File: src/rtl/ring_pkg.sv
// Shared types and constants for the one-hot ring phase decoder.
package ring_pkg;

    localparam int RING_W = 4;
    localparam int IDX_W  = 2;
    localparam logic [RING_W-1:0] CLR_PATTERN = 4'b1000;

    typedef enum logic [1:0] {
        HUNT   = 2'd0,
        CHECK  = 2'd1,
        LOCKED = 2'd2
    } state_t;

endpackage

File: src/rtl/ring_onehot_enc.sv
// Combinational one-hot check and binary encode of a ring counter phase vector.
module ring_onehot_enc
    import ring_pkg::*;
(
    input  logic [RING_W-1:0] q,
    output logic              valid,
    output logic [IDX_W-1:0]  idx
);

    // The clear pattern is phase 0; phases count up as the hot bit moves right.
    always_comb begin
        valid = 1'b1;
        idx   = '0;
        case (q)
            CLR_PATTERN: idx = 2'd0;
            4'b0100:     idx = 2'd1;
            4'b0010:     idx = 2'd2;
            4'b0001:     idx = 2'd3;
            default:     valid = 1'b0;
        endcase
    end

endmodule

File: src/rtl/ring_decode.sv
// Tracks a sampled 4-bit ring counter, declares lock after LOCK_CNT in-sequence
// steps and counts sequence errors seen while locked.
module ring_decode
    import ring_pkg::*;
#(
    parameter int LOCK_CNT = 2
) (
    input  logic              clk,
    input  logic              clr_n,
    input  logic              en,
    input  logic [RING_W-1:0] q,
    output logic [IDX_W-1:0]  idx,
    output logic              idx_vld,
    output logic              locked,
    output logic              err,
    output logic [7:0]        err_cnt
);

    state_t             state;
    state_t             state_nxt;
    logic [3:0]         good_cnt;
    logic [3:0]         good_nxt;
    logic [3:0]         good_inc;
    logic [IDX_W-1:0]   idx_nxt;
    logic [IDX_W-1:0]   exp_idx;
    logic               vld_nxt;
    logic               err_nxt;
    logic               s_valid;
    logic [IDX_W-1:0]   s_idx;
    logic               clear_hold;

    ring_onehot_enc u_enc (
        .q     (q),
        .valid (s_valid),
        .idx   (s_idx)
    );

    // idx doubles as the previous valid index, so it also predicts the next phase.
    assign exp_idx    = idx + IDX_W'(1);
    assign good_inc   = good_cnt + 4'd1;
    assign clear_hold = s_valid && (q == CLR_PATTERN) && (idx == '0);

    always_comb begin
        state_nxt = state;
        good_nxt  = good_cnt;
        idx_nxt   = idx;
        vld_nxt   = 1'b0;
        err_nxt   = 1'b0;
        if (en) begin
            vld_nxt = s_valid;
            if (s_valid) begin
                idx_nxt = s_idx;
            end
            // A ring parked in clear is not a fault; restart qualification instead.
            if (clear_hold) begin
                state_nxt = CHECK;
                good_nxt  = '0;
            end else begin
                case (state)
                    HUNT: begin
                        if (s_valid) begin
                            state_nxt = CHECK;
                            good_nxt  = '0;
                        end
                    end
                    CHECK: begin
                        if (!s_valid) begin
                            state_nxt = HUNT;
                        end else if (s_idx == exp_idx) begin
                            good_nxt = good_inc;
                            if (good_inc == 4'(LOCK_CNT)) begin
                                state_nxt = LOCKED;
                            end
                        end else begin
                            good_nxt = '0;
                        end
                    end
                    LOCKED: begin
                        if (!(s_valid && (s_idx == exp_idx))) begin
                            err_nxt   = 1'b1;
                            state_nxt = HUNT;
                            good_nxt  = '0;
                        end
                    end
                    default: begin
                        state_nxt = HUNT;
                        good_nxt  = '0;
                    end
                endcase
            end
        end
    end

    always_ff @(posedge clk or negedge clr_n) begin
        if (!clr_n) begin
            state    <= HUNT;
            good_cnt <= '0;
            idx      <= '0;
            idx_vld  <= 1'b0;
            locked   <= 1'b0;
            err      <= 1'b0;
            err_cnt  <= '0;
        end else begin
            state    <= state_nxt;
            good_cnt <= good_nxt;
            idx      <= idx_nxt;
            idx_vld  <= vld_nxt;
            locked   <= (state_nxt == LOCKED);
            err      <= err_nxt;
            if (err_nxt && (err_cnt != 8'hFF)) begin
                err_cnt <= err_cnt + 8'd1;
            end
        end
    end

endmodule

File: config.mk
export PLATFORM = sky130hd
export DESIGN_NAME = ring_decode
export DESIGN_NICKNAME = d
export VERILOG_FILES = /design/src/rtl/ring_pkg.sv /design/src/rtl/ring_onehot_enc.sv /design/src/rtl/ring_decode.sv
export SDC_FILE = /design/constraint.sdc
export NUM_CORES = 1
export LEC_CHECK = 0
export ABC_AREA = 1
export ABC_CLOCK_PERIOD_IN_PS = 1500
export CAP_MARGIN = 20
export CELL_PAD_IN_SITES_DETAIL_PLACEMENT = 1
export CELL_PAD_IN_SITES_GLOBAL_PLACEMENT = 1
export CORE_MARGIN = 1.5
export CORE_UTILIZATION = 34
export DETAILED_ROUTE_END_ITERATION = 12
export PLACE_DENSITY_LB_ADDON = 0.1
export SYNTH_ARGS = -nofsm -noshare
export SYNTH_HDL_FRONTEND = slang
export SYNTH_SLANG_ARGS = --single-unit
File: constraint.sdc
create_clock -name clk -period 1.5 [get_ports clk]
set_input_delay 0.375 -clock clk [delete_from_list [all_inputs] [get_ports clk]]
set_output_delay 0.375 -clock clk [all_outputs]
set_load 0.01 [all_outputs]
==> flow_summary.yaml <==
die:
  io_pins: 20
  dieArea_sq_um: 3890
  rows: 21
  initial_core_util_pct: 35.7
  core_sq_um: 3360
  die_y_microns: 62.4
  die_w_microns: 62.4
worst_setup_path:
  crit_family: "simple AND/OR/NAND/NOR gates"
  critical_path_class: "flip-flop to flip-flop"
  reg2reg_depth: 11
  timing.rr.start: "idx[0]"
  cp.depth: 11
  cp-endpoint: "good_cnt[0]"
  slowest_stage: "dfrtp_1"
  cp.required_ns: 1.74
  crit_path_end_kind: "flip-flop"
  cp.buffers_inverters: 3
  path_cells: "inv_2 > ha_4 > inv_2 > nand4_1 > nand2_2 > nor2_4 > buf_6 > nand4_4 > nand2_4 > nand2_1 > nand2_1"
  r2r-end: "good_cnt[0]"
  startpoint: "idx[0]"
  worstPathArrival_ns: 1.87
  slowest_delay_ns: 0.38
  reg2reg_slack_ns: -0.13
  start_kind: "flip-flop"
  cp_max_fo: 5
timing:
  clock.fmax_ghz: 0.614
  drv_slew: 0
  period_share_pct: 109
  rsz0062_at_grt: "true"
  setup_ws_ns: -0.129
  fin_hold_ws_ns: 0.401
  worst_pin_slew_ns: 0.273
  relSlewSlack_pct: 81.7
  fin_skew_ns: 0.00231
  finalHoldViolCount: 0
  setup-violations-final: 14
  layout_min_cycle_time_ns: 1.63
final_layout:
  syn_to_final_growth_pct: 50.7
  n_fill_cell: 443
  final_util_pct: 53.8
  nets: 221
  drive_gt1_share_pct: 36.8
  antenna_cells: 0
logic_synthesis:
  yosysTopAreaCellShare_pct: 39.6
  ys.flop_type: "dfrtp_1"
  syn_area_per_cell_sq_um: 7.55
  ys_seq_area_share_pct: 39.6
  synthMostInstantiatedCell: "nand2_1"
  synth_simple_gate_area_share_pct: 39.1
  synth.cells.most_frequent: "nand2_1, dfrtp_1, inv_1, nand3_1, nor2_1"
  synth_nets: 170
  synth_fa_ha_area_share_pct: 4.17
  synth_area_sq_um: 1200
  synth_top_family_by_area: "simple AND/OR/NAND/NOR gates"
  synth_top_cells_by_area: "dfrtp_1, nand2_1, inv_1"
  synth_largest_area_cell: "dfrtp_1"
  synth.area.mux_share_pct: 0
  synth_xor_area_share_pct: 5.11
  ys_types: 22
  ys_ff_latch: 19
  synth_compound_area_share_pct: 4.80
  yosysWarnings: 0
  async_flop_share_pct: 100
  synthCells: 159
  synth-edff-count: 0
detailed_routing:
  drt-vias-per-instance: 4.81
  wire_per_inst_microns: 13.3
  vias: 1226
  initialDrtViolationCount: 21
  finalWirelength_mm: 3.40
  drt_first_pass_iters: 4
  route.detailed.drc: 0
  ant_nets: 0
cts:
  cts_tree: "built"
  cts.clk_slew.worst_paths_ns: 0.11
  cts-root-buf: "clkbuf_4"
  clockBufferDepth: 2
  cts.sinks: 19
  holdBufCountCts: 0
  clkLatencyLatePin_ns: 0.29
  numCtsBuffers: 3
  htreeDepth: 1
power_and_ir_drop:
  power.total_mw: 1.18
  leakage_nw: 0.939
  vdd_ir_drop_max_mv: 0.278
  power_density_nw_per_um2: 652
global_route:
  grt_max_degree: 20
  gr-usage-met2_pct: 34.7
  grt_overflow_total: 0
  gr-usage-met3_pct: 1.80
  top_usage_layer: "met2"
  grt_pass1_vias: 1273
  use_met1_pct: 24.1
  antenna_found_initial: 0
  grt_first_pass_wirelength_mm: 5.97
  grt_usage_pct: 19.1
status:
  violations: "negative setup slack"
  status: "complete, but fails checks"
min_path:
  worstHoldPathType: "primary input to async pin"
placed_design:
  io_buffers: 19
  place_congestion: 0.753
  preCtsSetupSlack_ns: -0.717
  hpwlAfterDp_mm: 2.58
job:
  maxCapViolCount: 0
## worst reg2reg max path, stage by stage, from the launching register on
cell and delay, ns:
dfrtp_1 0.38, inv_2 0.06, ha_4 0.28, inv_2 0.04, nand4_1 0.11, nand2_2 0.08
nor2_4 0.13, buf_6 0.14, nand4_4 0.11, nand2_4 0.14, nand2_1 0.06, nand2_1 0.06
## per-stage QoR
| step | instance area, sq um | setup TNS, ns | cells |
|---|---|---|---|
| 4_1_cts | 1740 | -1.03 | 254 |
| 2_1_floorplan | 1220 | -0.223 | 159 |
| 3_3_place_gp | 1590 | -8.95 | 241 |
| 5_1_grt | 1810 | -2.60 | 255 |
| 3_5_place_dp | 1590 | -10.58 | 241 |
| 6_report | 1810 | -1.19 | 255 |
## worst min path at each step
stage                           start  cells past startpoint  slack (ns)           to
final                           clr_n                      2        0.40   err_cnt[7]
after global routing            clr_n                      2        0.40   err_cnt[7]
after CTS                       clr_n                      2        0.40   err_cnt[2]
after detailed placement  good_cnt[3]                      2        0.52  good_cnt[3]
after global placement    good_cnt[3]                      2        0.51  good_cnt[3]
after floorplan                 clr_n                      0        0.08          err
## flip-flops by register name, summed over array words and instances, names as in the netlist
signal,cells
err_cnt,8
state,2
idx,2
idx_vld,1
locked,1
good_cnt,4
err,1
## placed cells by master, fill, tap and decap left out, types with 4 or more instances in the layout
cell type / n
nand2_1: 42
buf_4: 25
dfrtp_1: 17
inv_1: 15
dlygate4sd2_1: 15
nand2_2: 12
nand3_1: 11
nor2_1: 7
nand4_1: 6
nor2_2: 5
xnor2_1: 5
inv_2: 4
o21ai_2: 4
## per-layer routing
metal,routed length [microns],up-vias
met2,1770,21
met5,0,-
met3,70,2
li1,-,611
met1,1540,592
met4,14,0
## repair_timing
item	CTS	global route
gates cloned	1	0
gates resized for setup	36	18
pin swaps	4	9
setup endpoints to repair	30	16
buffers inserted	8	1
## final cells by class
cell class / instances / area, sq um / share of cell area (%)
clock buffer: 3 / 22.5 / 1.25
clock inverter: 1 / 5.00 / 0.277
inverter: 20 / 77.6 / 4.29
multi-input combinational: 120 / 786 / 43.5
sequential: 19 / 478 / 26.4
tap: 46 / 57.6 / 3.18
timing repair buffer: 46 / 382 / 21.1
## report_power, final
part / total [mW] / internal (mW) / switching [mW]
Combinational: 0.356 / 0.158 / 0.198
Clock: 0.264 / 0.0991 / 0.165
Sequential: 0.559 / 0.536 / 0.0231
Total: 1.18 / 0.793 / 0.386
## cell families after synthesis
| family | count (synthesis) |
|---|---|
| xor gates and xnor gates | 7 |
| adders and majority gates | 4 |
| and+or+nand+nor | 98 |
| DFF | 19 |
| buffers and inverters | 21 |
| AOI/OAI and AO/OA | 10 |
Power figures use the tool's default switching activity.
